===== src/rtl/fpu_addsub_sched.sv =====
// fpu_addsub_sched
//   Shares one fixed-latency pipelined FP32 add/sub unit among NUM_REQ
//   requesters. A round-robin arbiter picks at most one requester per cycle
//   and drives its operands to the unit. The requester ID travels alongside
//   the operation in a LAT-deep tag pipe. When the result leaves the unit, it
//   is registered and steered back to its requester with a one-hot strobe.
//   The scheduler never looks at operand or result data.
//
// Parameters
//   NUM_REQ : number of requesters (2..8)
//   LAT     : latency of the add/sub unit in enabled cycles (>= 1)
//   TAG_W   : requester-ID width, derived from NUM_REQ
//
// Ports
//   clk, rst              : rising-edge clock, synchronous active-high reset
//   en                    : global advance; 0 freezes arbiter, tag pipe and outputs
//   req_valid/req_ready   : per-requester handshake (see below)
//   req_a/req_b/req_sub   : per-requester operands, 32-bit slice i = requester i
//   fpu_a/fpu_b/fpu_sub   : operands of the granted requester, or 0 for a bubble
//   fpu_ce                : unit pipeline enable (follows en)
//   fpu_res               : unit result, valid LAT enabled cycles after issue
//   rsp_valid/rsp_data    : one-hot result strobe plus shared result bus
//   busy                  : at least one operation is in the tag pipe
//
// Optional build macro FPU_SCHED_PERF_EN
//   When defined, adds perf_issue[15:0] and perf_stall[15:0]. Both are
//   saturating counters.
//
// Handshake: a transfer from requester i happens on a rising edge where
//   req_valid[i] & req_ready[i] = 1. req_ready is combinational and is either
//   one-hot or zero. It is zero while rst=1 or en=0. The response path has no
//   backpressure: a requester must accept rsp_valid in the cycle it is asserted.

module fpu_addsub_sched #(
  parameter int NUM_REQ = 4,
  parameter int LAT     = 3,
  localparam int TAG_W  = (NUM_REQ > 1) ? $clog2(NUM_REQ) : 1
) (
  input  logic                  clk,
  input  logic                  rst,
  input  logic                  en,
  input  logic [NUM_REQ-1:0]    req_valid,
  output logic [NUM_REQ-1:0]    req_ready,
  input  logic [32*NUM_REQ-1:0] req_a,
  input  logic [32*NUM_REQ-1:0] req_b,
  input  logic [NUM_REQ-1:0]    req_sub,
  output logic [31:0]           fpu_a,
  output logic [31:0]           fpu_b,
  output logic                  fpu_sub,
  output logic                  fpu_ce,
  input  logic [31:0]           fpu_res,
  output logic [NUM_REQ-1:0]    rsp_valid,
  output logic [31:0]           rsp_data,
  output logic                  busy
`ifdef FPU_SCHED_PERF_EN
  ,
  output logic [15:0]           perf_issue,
  output logic [15:0]           perf_stall
`endif
);

  // ---------------------------------------------------------------------------
  // State
  // ---------------------------------------------------------------------------
  logic [TAG_W-1:0]   rr_ptr_q, rr_ptr_d;
  logic [LAT-1:0]     pv_q, pv_d;            // tag-pipe valid bits
  logic [TAG_W-1:0]   ptag_q [LAT];          // tag-pipe requester IDs
  logic [TAG_W-1:0]   ptag_d [LAT];
  logic [NUM_REQ-1:0] rsp_valid_q, rsp_valid_d;
  logic [31:0]        rsp_data_q, rsp_data_d;

  logic               grant_any;
  logic [TAG_W-1:0]   grant_idx;

  // ---------------------------------------------------------------------------
  // Round-robin arbitration. The search starts at rr_ptr and walks forward
  // modulo NUM_REQ. The first valid requester found wins.
  // ---------------------------------------------------------------------------
  always_comb begin
    int cand;
    grant_any = 1'b0;
    grant_idx = '0;
    cand      = 0;
    if (en && !rst) begin
      for (int k = 0; k < NUM_REQ; k++) begin
        cand = (int'(rr_ptr_q) + k) % NUM_REQ;
        if (!grant_any && req_valid[cand]) begin
          grant_any = 1'b1;
          grant_idx = TAG_W'(cand);
        end
      end
    end
  end

  always_comb begin
    req_ready = '0;
    fpu_a     = '0;
    fpu_b     = '0;
    fpu_sub   = 1'b0;
    if (grant_any) begin
      req_ready[grant_idx] = 1'b1;
      fpu_a                = req_a[32*grant_idx +: 32];
      fpu_b                = req_b[32*grant_idx +: 32];
      fpu_sub              = req_sub[grant_idx];
    end
  end

  assign fpu_ce = en;

  // ---------------------------------------------------------------------------
  // Next-state logic. grant_any already implies en=1, so the pointer update
  // does not need its own en qualifier.
  // ---------------------------------------------------------------------------
  always_comb begin
    rr_ptr_d    = rr_ptr_q;
    pv_d        = pv_q;
    ptag_d      = ptag_q;
    rsp_valid_d = rsp_valid_q;
    rsp_data_d  = rsp_data_q;

    if (grant_any) begin
      rr_ptr_d = (grant_idx == TAG_W'(NUM_REQ - 1)) ? '0 : grant_idx + 1'b1;
    end

    if (en) begin
      pv_d[0]   = grant_any;
      ptag_d[0] = grant_idx;
      for (int k = 1; k < LAT; k++) begin
        pv_d[k]   = pv_q[k-1];
        ptag_d[k] = ptag_q[k-1];
      end

      // The last tag stage lines up with the cycle in which fpu_res carries
      // this operation's result. The data bus holds its value across bubbles.
      rsp_valid_d = '0;
      if (pv_q[LAT-1]) begin
        rsp_valid_d[ptag_q[LAT-1]] = 1'b1;
        rsp_data_d                 = fpu_res;
      end
    end
  end

  always_ff @(posedge clk) begin
    if (rst) begin
      rr_ptr_q    <= '0;
      pv_q        <= '0;
      for (int k = 0; k < LAT; k++) ptag_q[k] <= '0;
      rsp_valid_q <= '0;
      rsp_data_q  <= '0;
    end else begin
      rr_ptr_q    <= rr_ptr_d;
      pv_q        <= pv_d;
      ptag_q      <= ptag_d;
      rsp_valid_q <= rsp_valid_d;
      rsp_data_q  <= rsp_data_d;
    end
  end

  assign rsp_valid = rsp_valid_q;
  assign rsp_data  = rsp_data_q;
  assign busy      = |pv_q;

`ifdef FPU_SCHED_PERF_EN
  // ---------------------------------------------------------------------------
  // Performance counters. stall counts every waiting requester in every
  // enabled cycle, so with k valid requesters and one grant it adds k-1.
  // ---------------------------------------------------------------------------
  logic [15:0] perf_issue_q, perf_issue_d;
  logic [15:0] perf_stall_q, perf_stall_d;

  always_comb begin
    logic [4:0]  n_valid;
    logic [4:0]  n_wait;
    logic [16:0] issue_sum;
    logic [16:0] stall_sum;
    n_valid = '0;
    for (int k = 0; k < NUM_REQ; k++) n_valid = n_valid + 5'(req_valid[k]);
    n_wait    = n_valid - 5'(grant_any);
    issue_sum = {1'b0, perf_issue_q} + 17'(grant_any);
    stall_sum = {1'b0, perf_stall_q} + 17'(n_wait);
    perf_issue_d = perf_issue_q;
    perf_stall_d = perf_stall_q;
    if (en) begin
      perf_issue_d = issue_sum[16] ? 16'hFFFF : issue_sum[15:0];
      perf_stall_d = stall_sum[16] ? 16'hFFFF : stall_sum[15:0];
    end
  end

  always_ff @(posedge clk) begin
    if (rst) begin
      perf_issue_q <= '0;
      perf_stall_q <= '0;
    end else begin
      perf_issue_q <= perf_issue_d;
      perf_stall_q <= perf_stall_d;
    end
  end

  assign perf_issue = perf_issue_q;
  assign perf_stall = perf_stall_q;
`endif

endmodule


===== config.mk =====
export PLATFORM = sky130hd
export DESIGN_NAME = fpu_addsub_sched
export DESIGN_NICKNAME = d
export VERILOG_FILES = /design/src/rtl/fpu_addsub_sched.sv
export SDC_FILE = /design/constraint.sdc
export NUM_CORES = 1
export LEC_CHECK = 0
export CAP_MARGIN = 20
export CORE_AREA = 2 2 157 159
export CTS_BUF_LIST = sky130_fd_sc_hd__clkbuf_8
export CTS_CLUSTER_DIAMETER = 200
export DETAILED_ROUTE_END_ITERATION = 6
export DIE_AREA = 0 0 159 161
export GPL_TIMING_DRIVEN = 0
export PLACE_DENSITY_LB_ADDON = 0.3
export SLEW_MARGIN = 15
export SYNTH_ARGS = -nofsm -noshare
export SYNTH_HDL_FRONTEND = slang
export SYNTH_SLANG_ARGS = --single-unit

===== constraint.sdc =====
create_clock -name clk -period 2.9 [get_ports clk]
set_input_delay 0.58 -clock clk [delete_from_list [all_inputs] [get_ports clk]]
set_output_delay 0.58 -clock clk [all_outputs]
set_load 0.05 [all_outputs]

==> results of run 1 <==
## critical path: stages
cell and delay, ns:
sky130_fd_sc_hd__buf_8 0.10, sky130_fd_sc_hd__nor2b_4 0.12, sky130_fd_sc_hd__a21o_1 0.17, sky130_fd_sc_hd__a221oi_2 0.27
sky130_fd_sc_hd__buf_6 0.19, sky130_fd_sc_hd__buf_12 0.16, sky130_fd_sc_hd__buf_12 0.15, sky130_fd_sc_hd__mux2i_2 0.23
sky130_fd_sc_hd__o211ai_2 0.14, sky130_fd_sc_hd__buf_6 0.18
## layout make-up
| type | instances | area, sq um |
|---|---|---|
| inverters | 4 | 15.01 |
| diodes | 1 | 2.502 |
| plain buffers | 56 | 498.0 |
| multi-input cells | 418 | 2974 |
| repair buffers | 426 | 4237 |
| clock inverters | 3 | 20.02 |
| clock buffers | 5 | 68.82 |
| well taps | 324 | 405.4 |
| fillers | 2553 | 14790 |
| flip-flops and latches | 47 | 948.4 |
## report_power, final
group	internal (uW)	switching, uW
Sequential	657	10.6
Combinational	898	887
Clock	168	241
Total	1720	1140
## cell families after synthesis
kind of cell,count (synthesis),synth area share
AOI/OAI and AO/OA,112,0.2168
adders and majority gates,1,0.003179
buffers and inverters,61,0.07981
DFF,47,0.2391
muxes,72,0.1831
and+or+nand+nor,233,0.2779
## per-layer routing
metal  vias to the layer above  global-route usage  wire length, um
li1                       2798                   -                -
met1                      2664              0.2114             9799
met2                       246              0.3322            12700
met3                        25             0.05033             1924
met4                         2             0.03264              397
met5                         -                   0               13
## path summary, 6_finish.rpt
path,start,end,slack [ns]
max,req_valid[2],fpu_a[19],0.008
min,rsp_data[4],rsp_data[4],0.46
max reg2reg,rr_ptr_q[0],rr_ptr_q[1],0.95
min reg2reg,rsp_data[4],rsp_data[4],0.46
## synth_stat cells (4+ instances only)
| master | count |
|---|---|
| sky130_fd_sc_hd__o211ai_1 | 45 |
| sky130_fd_sc_hd__buf_4 | 8 |
| sky130_fd_sc_hd__buf_1 | 8 |
| sky130_fd_sc_hd__inv_1 | 4 |
| sky130_fd_sc_hd__nand2b_1 | 5 |
| sky130_fd_sc_hd__o211ai_2 | 20 |
| sky130_fd_sc_hd__buf_2 | 19 |
| sky130_fd_sc_hd__nand2_1 | 72 |
| sky130_fd_sc_hd__nand3_1 | 130 |
| sky130_fd_sc_hd__dfxtp_1 | 47 |
| sky130_fd_sc_hd__mux2i_1 | 72 |
| sky130_fd_sc_hd__and2_1 | 4 |
| sky130_fd_sc_hd__a21oi_1 | 40 |
| sky130_fd_sc_hd__clkbuf_1 | 19 |
| sky130_fd_sc_hd__nor2_1 | 12 |
## stage by stage
stage | cells | setup WS (ns) | setup TNS (ns) | hold WS [ns]
after global routing | 1284 | -0.07296 | -0.9426 | 0.4744
after CTS | 1279 | 0.004662 | 0 | 0.4603
final | 1284 | 0.008185 | 0 | 0.4572
after global placement | 1255 | -1.755 | -111.13 | 0.4399
after floorplan | 526 | 0.001850 | 0 | 0.4450
after detailed placement | 1255 | -1.761 | -112.42 | 0.4476
## flip-flops by register name, summed over array words and instances, names as in the netlist
register and count:
pv_q 3, rr_ptr_q 2, rsp_valid 4, rsp_data 32, ptag_q 6
## repair_timing
| item | in CTS | in global routing |
|---|---|---|
| setup endpoints to repair | 70 | 68 |
| pin swaps | 13 | 30 |
| resized for setup | 531 | 56 |
| gates cloned | 3 | 2 |
| setup buffers | 14 | 3 |
==> run_summary.xml, run 1 <==
<?xml version="1.0" encoding="UTF-8"?>
<metrics>
  <group name="power">
    <metric name="power_density" unit="nW/um^2">312.1</metric>
    <metric name="worst_ir_drop_vdd" unit="uV">372.6</metric>
    <metric name="power.total" unit="uW">2862</metric>
    <metric name="total_leakage_power" unit="uW">0.003400</metric>
  </group>
  <group name="cells_and_area">
    <metric name="final_core_utilization" unit="">0.3826</metric>
    <metric name="syn_to_final_growth" unit="%">133.0</metric>
    <metric name="most-common-layout-cells" unit="">sky130_fd_sc_hd__clkdlybuf4s50_1, sky130_fd_sc_hd__nand3_1, sky130_fd_sc_hd__nand2_1</metric>
    <metric name="drive_above_1_share" unit="">0.2169</metric>
    <metric name="final_area" unit="sq um">9169</metric>
    <metric name="mostFrequentLayoutCell" unit="">sky130_fd_sc_hd__clkdlybuf4s50_1</metric>
    <metric name="finalNetCount" unit="">1258</metric>
  </group>
  <group name="clock_network">
    <metric name="cts_made_buffers" unit="">5</metric>
    <metric name="clkTransAtPathRegs" unit="ns">0.09</metric>
    <metric name="cts.hold.buffers_added" unit="">0</metric>
    <metric name="tritoncts" unit="">built</metric>
    <metric name="h-tree-depth" unit="">2</metric>
    <metric name="clock_path_buffers" unit="">2</metric>
    <metric name="clk_latency" unit="ns">0.31</metric>
    <metric name="cts.root.buffer_cell" unit="">sky130_fd_sc_hd__clkbuf_8</metric>
    <metric name="clock_sinks" unit="">47</metric>
  </group>
  <group name="sta">
    <metric name="hold_viol_final" unit="">0</metric>
    <metric name="worst_pin_slew" unit="ns">0.5632</metric>
    <metric name="max-slew-margin-rel" unit="">0.6245</metric>
    <metric name="rsz0062_at_grt" unit="">true</metric>
    <metric name="max_freq" unit="MHz">345.8</metric>
    <metric name="finalSetupViolations" unit="">0</metric>
    <metric name="fin_worst_skew" unit="ns">0.004298</metric>
    <metric name="post-route-min-period" unit="ns">2.892</metric>
    <metric name="layout_worst_path_cycle_share" unit="">0.9972</metric>
    <metric name="timing.final.max_slew_violations" unit="">0</metric>
  </group>
  <group name="floorplanning">
    <metric name="rows" unit="">57</metric>
    <metric name="die_x" unit="um">159</metric>
    <metric name="die_h" unit="um">161</metric>
    <metric name="fp.coreArea" unit="sq um">23960</metric>
    <metric name="start_util" unit="">0.1642</metric>
    <metric name="io-pin-count" unit="">406</metric>
    <metric name="fp.dieArea" unit="sq um">25600</metric>
  </group>
  <group name="route">
    <metric name="ant_nets" unit="">0</metric>
    <metric name="detail_route.iter0.violations" unit="">256</metric>
    <metric name="post-route-drc-count" unit="">0</metric>
    <metric name="total_wire_length_after_detailed_routing" unit="um">24840</metric>
    <metric name="dr.pass1.iters" unit="">4</metric>
    <metric name="vias_per_cell" unit="">4.467</metric>
    <metric name="avgRoutedWirePerCell" unit="um">19.34</metric>
    <metric name="vias" unit="">5735</metric>
  </group>
  <group name="place">
    <metric name="port-buffer-count" unit="">405</metric>
    <metric name="dp_hpwl" unit="um">19940</metric>
    <metric name="routabilityCongestion" unit="">0.9181</metric>
    <metric name="post_placement_cell_area" unit="sq um">8394</metric>
  </group>
  <group name="global_route">
    <metric name="grt_first_pass_wirelength" unit="um">36080</metric>
    <metric name="grt.total_usage" unit="">0.1808</metric>
    <metric name="antenna_found_initial" unit="">2</metric>
    <metric name="global_route.overflow_total" unit="">0</metric>
    <metric name="grt_max_degree" unit="">16</metric>
    <metric name="number_of_global_route_vias_before_repair" unit="">5833</metric>
  </group>
  <group name="worst_setup_path">
    <metric name="path_max_fanout" unit="">8</metric>
    <metric name="worstPathArrival" unit="ns">2.31</metric>
    <metric name="worstSetupEndpointType" unit="">primary output</metric>
    <metric name="startpoint_type" unit="">input port</metric>
    <metric name="path_class" unit="">in2out</metric>
    <metric name="cp_data_required_time" unit="ns">2.32</metric>
    <metric name="reg2reg_depth" unit="">10</metric>
  </group>
  <group name="logic_synthesis">
    <metric name="yosys_register_bits" unit="">47</metric>
    <metric name="synthesis.area_per_instance" unit="sq um">7.481</metric>
    <metric name="yosysWarnings" unit="">0</metric>
    <metric name="synth.lib_cells_used.distinct" unit="">33</metric>
    <metric name="synthesis.nets" unit="">826</metric>
    <metric name="synth-async-reset-ratio" unit="">0</metric>
    <metric name="postSynth.topFlopCell" unit="">sky130_fd_sc_hd__dfxtp_1</metric>
    <metric name="yosys.area.top_type_share" unit="">0.2391</metric>
    <metric name="synth_sequential_area_ratio" unit="">0.2391</metric>
    <metric name="synth_area_leaders" unit="">sky130_fd_sc_hd__dfxtp_1, sky130_fd_sc_hd__mux2i_1, sky130_fd_sc_hd__nand3_1, sky130_fd_sc_hd__o211ai_1, sky130_fd_sc_hd__nand2_1</metric>
    <metric name="synth_cells" unit="">526</metric>
    <metric name="synth_edf_count" unit="">0</metric>
    <metric name="synthDominantAreaCellType" unit="">sky130_fd_sc_hd__dfxtp_1</metric>
    <metric name="post_synthesis_instance_area" unit="sq um">3935</metric>
  </group>
  <group name="min_path">
    <metric name="min_delay_path_depth" unit="">2</metric>
    <metric name="worst_hold_path_type" unit="">reg2reg</metric>
  </group>
  <group name="run_status">
    <metric name="run_status" unit="">complete, no violations</metric>
  </group>
  <group name="run">
    <metric name="maxCapViolCount" unit="">0</metric>
  </group>
</metrics>
No activity file was read; power rests on OpenSTA's default activity.
==> run 2: changes to the inputs <==
Settings changed: SLEW_MARGIN 15 to not set.
==> results of run 2 <==
No change in the layout: final DEF, timing and power equal those of run 1.
==> run 3: changes to the inputs <==
Settings changed: CTS_BUF_LIST sky130_fd_sc_hd__clkbuf_8 to not set, SKIP_CTS_REPAIR_TIMING set to 1.
==> run 3 against run 2 <==
  * Combinational power is 5% lower
  * Cell area is 1.8% lower
  * Count of clock-buffer cells in the layout stayed put
  * Largest cell class unchanged
  * Die area stayed put
  * Highest routed layer unchanged
  * Sequential power hardly changed
  * The run now ends with negative setup slack left
  * Critical endpoint unchanged
  * Worst hold slack worse by 0.0039 ns
  * Worst setup slack worse by 0.057 ns
  * Fmax is 1.9% lower
==> run_summary.xml, run 3 (synthesis gave the netlist of run 1 again) <==
<?xml version="1.0" encoding="UTF-8"?>
<metrics>
  <group name="worst_setup_path">
    <metric name="worstPathArrival" unit="ns">2.37</metric>
    <metric name="cp_data_required_time" unit="ns">2.32</metric>
    <metric name="path_max_fanout" unit="">8</metric>
    <metric name="path_class" unit="">in2out</metric>
    <metric name="worstSetupEndpointType" unit="">primary output</metric>
    <metric name="startpoint_type" unit="">input port</metric>
  </group>
  <group name="floorplanning">
    <metric name="rows" unit="">57</metric>
    <metric name="die_h" unit="um">161</metric>
    <metric name="die_x" unit="um">159</metric>
    <metric name="start_util" unit="">0.1642</metric>
    <metric name="io-pin-count" unit="">406</metric>
    <metric name="fp.dieArea" unit="sq um">25600</metric>
    <metric name="fp.coreArea" unit="sq um">23960</metric>
  </group>
  <group name="cells_and_area">
    <metric name="largest_reg_flops" unit="">32</metric>
    <metric name="syn_to_final_growth" unit="%">128.7</metric>
    <metric name="mostFrequentLayoutCell" unit="">sky130_fd_sc_hd__clkdlybuf4s50_1</metric>
    <metric name="n_fill_cell" unit="">2566</metric>
    <metric name="most-common-layout-cells" unit="">sky130_fd_sc_hd__clkdlybuf4s50_1, sky130_fd_sc_hd__nand3_1, sky130_fd_sc_hd__nand2_1</metric>
    <metric name="final_cells" unit="">1274</metric>
    <metric name="finalNetCount" unit="">1246</metric>
    <metric name="final_area" unit="sq um">9001</metric>
    <metric name="drive_above_1_share" unit="">0.1901</metric>
  </group>
  <group name="power">
    <metric name="worst_ir_drop_vdd" unit="uV">391.8</metric>
    <metric name="power_density" unit="nW/um^2">326.6</metric>
    <metric name="total_leakage_power" unit="uW">0.003352</metric>
  </group>
  <group name="route">
    <metric name="maxUsedRoutingLayer" unit="">met5</metric>
    <metric name="vias" unit="">5647</metric>
    <metric name="route.layer.met1.wl" unit="um">9719</metric>
    <metric name="ant_nets" unit="">0</metric>
    <metric name="avgRoutedWirePerCell" unit="um">19.16</metric>
    <metric name="post-route-drc-count" unit="">0</metric>
    <metric name="total_wire_length_after_detailed_routing" unit="um">24410</metric>
    <metric name="dr.pass1.iters" unit="">4</metric>
    <metric name="detail_route.iter0.violations" unit="">235</metric>
    <metric name="vias_per_cell" unit="">4.432</metric>
    <metric name="met3WireLength" unit="um">1916</metric>
    <metric name="dr_wl_met2" unit="um">12310</metric>
  </group>
  <group name="clock_network">
    <metric name="clock_path_buffers" unit="">2</metric>
    <metric name="clock_sinks" unit="">47</metric>
    <metric name="tritoncts" unit="">built</metric>
    <metric name="cts.root.buffer_cell" unit="">sky130_fd_sc_hd__clkbuf_16</metric>
    <metric name="h-tree-depth" unit="">2</metric>
    <metric name="clk_latency" unit="ns">0.29</metric>
    <metric name="cts_made_buffers" unit="">5</metric>
    <metric name="clkTransAtPathRegs" unit="ns">0.06</metric>
  </group>
  <group name="min_path">
    <metric name="worst_hold_path_type" unit="">reg2reg</metric>
  </group>
  <group name="place">
    <metric name="post_placement_cell_area" unit="sq um">8394</metric>
    <metric name="routabilityCongestion" unit="">0.9181</metric>
    <metric name="dp_hpwl" unit="um">19940</metric>
    <metric name="port-buffer-count" unit="">405</metric>
    <metric name="placed_cells" unit="">1255</metric>
  </group>
  <group name="sta">
    <metric name="hold_viol_final" unit="">0</metric>
    <metric name="post-route-min-period" unit="ns">2.949</metric>
    <metric name="fin_worst_skew" unit="ns">0.001448</metric>
    <metric name="layout_worst_path_cycle_share" unit="">1.017</metric>
    <metric name="worst_pin_slew" unit="ns">0.5560</metric>
    <metric name="post-route-worst-setup-slack" unit="ns">-0.04899</metric>
    <metric name="finalSetupViolations" unit="">15</metric>
    <metric name="max_freq" unit="MHz">339.1</metric>
    <metric name="rsz0062_at_grt" unit="">true</metric>
    <metric name="timing.final.max_slew_violations" unit="">0</metric>
    <metric name="max-slew-margin-rel" unit="">0.6282</metric>
  </group>
  <group name="run_status">
    <metric name="failed_checks" unit="">negative setup slack</metric>
    <metric name="run_status" unit="">finished, violations left</metric>
  </group>
  <group name="global_route">
    <metric name="grt_first_pass_wirelength" unit="um">34690</metric>
    <metric name="grt_max_degree" unit="">16</metric>
    <metric name="grt.total_usage" unit="">0.1753</metric>
    <metric name="number_of_global_route_vias_before_repair" unit="">5648</metric>
    <metric name="antenna_found_initial" unit="">5</metric>
    <metric name="global_route.overflow_total" unit="">0</metric>
  </group>
  <group name="run">
    <metric name="maxCapViolCount" unit="">0</metric>
  </group>
</metrics>
==> run 3: changes by cell type in the layout (fill, tap and decap cells not counted), moves of 6 or more <==
cell	before	now
sky130_fd_sc_hd__buf_4	63	57
sky130_fd_sc_hd__clkbuf_16	1	8
sky130_fd_sc_hd__clkbuf_4	4	13
sky130_fd_sc_hd__buf_12	12	5
sky130_fd_sc_hd__buf_2	11	3
sky130_fd_sc_hd__clkbuf_8	7	0
sky130_fd_sc_hd__nand3_1	117	129
sky130_fd_sc_hd__nand3_2	13	0
==> run 3: cell type report <==
| cell class | count | area [sq um] | share of cell area |
|---|---|---|---|
| Sequential cell | 47 | 943.4 | 0.1048 |
| Inverter | 4 | 15.01 | 0.001668 |
| Multi-Input combinational cell | 418 | 2907 | 0.3229 |
| Clock inverter | 3 | 20.02 | 0.002224 |
| Antenna cell | 3 | 7.507 | 0.0008340 |
| Clock buffer | 5 | 125.1 | 0.01390 |
| Tap cell | 324 | 405.4 | 0.04504 |
| Buffer | 56 | 504.2 | 0.05602 |
| Timing Repair Buffer | 414 | 4074 | 0.4526 |
==> run 3: metal layers <==
metal,vias up,global-route usage
met5,-,0
met4,4,0.04959
met3,28,0.05290
met2,250,0.3136
met1,2591,0.2024
li1,2774,-
==> run 3: path summary, 6_finish.rpt <==
kind | startpoint | endpoint | cells past startpoint | slack (ns)
worst min register to register | rsp_data[4] | rsp_data[4] | 2 | 0.45
worst max register to register | rr_ptr_q[0] | rr_ptr_q[1] | 9 | 0.92
worst min-delay path | rsp_data[4] | rsp_data[4] | 2 | 0.45
worst max-delay path | req_valid[2] | fpu_a[19] | 10 | -0.05
==> run 3: metrics by stage <==
step / setup WS [ns] / util / setup TNS [ns] / hold WS, ns / power, uW
final: -0.04899 / 0.3756 / -0.2622 / 0.4534 / 2940
after detailed placement: -1.761 / 0.3503 / -112.42 / 0.4476 / 2203
after global routing: -0.1137 / 0.3756 / -3.698 / 0.4698 / 3066
after global placement: -1.755 / 0.3503 / -111.13 / 0.4399 / 2201
after CTS: -1.767 / 0.3564 / -112.63 / 0.4561 / 2794
after floorplan: 0.001850 / - / 0 / 0.4450 / 1453
==> run 3: critical path, cell delays in order <==
cell and delay [ns]:
sky130_fd_sc_hd__buf_8 0.10, sky130_fd_sc_hd__nor2b_4 0.13, sky130_fd_sc_hd__a21o_1 0.18, sky130_fd_sc_hd__a221oi_2 0.28, sky130_fd_sc_hd__buf_6 0.22, sky130_fd_sc_hd__buf_12 0.16, sky130_fd_sc_hd__buf_16 0.14, sky130_fd_sc_hd__mux2i_2 0.22
sky130_fd_sc_hd__o211ai_2 0.15, sky130_fd_sc_hd__buf_6 0.18
==> run 3: report_power, final <==
group          total (uW)  internal [uW]  leakage, uW  switching (uW)
registers             668            658     0.000381            10.6
logic                1690            833      0.00291             861
clock network         578            318    0.0000658             260
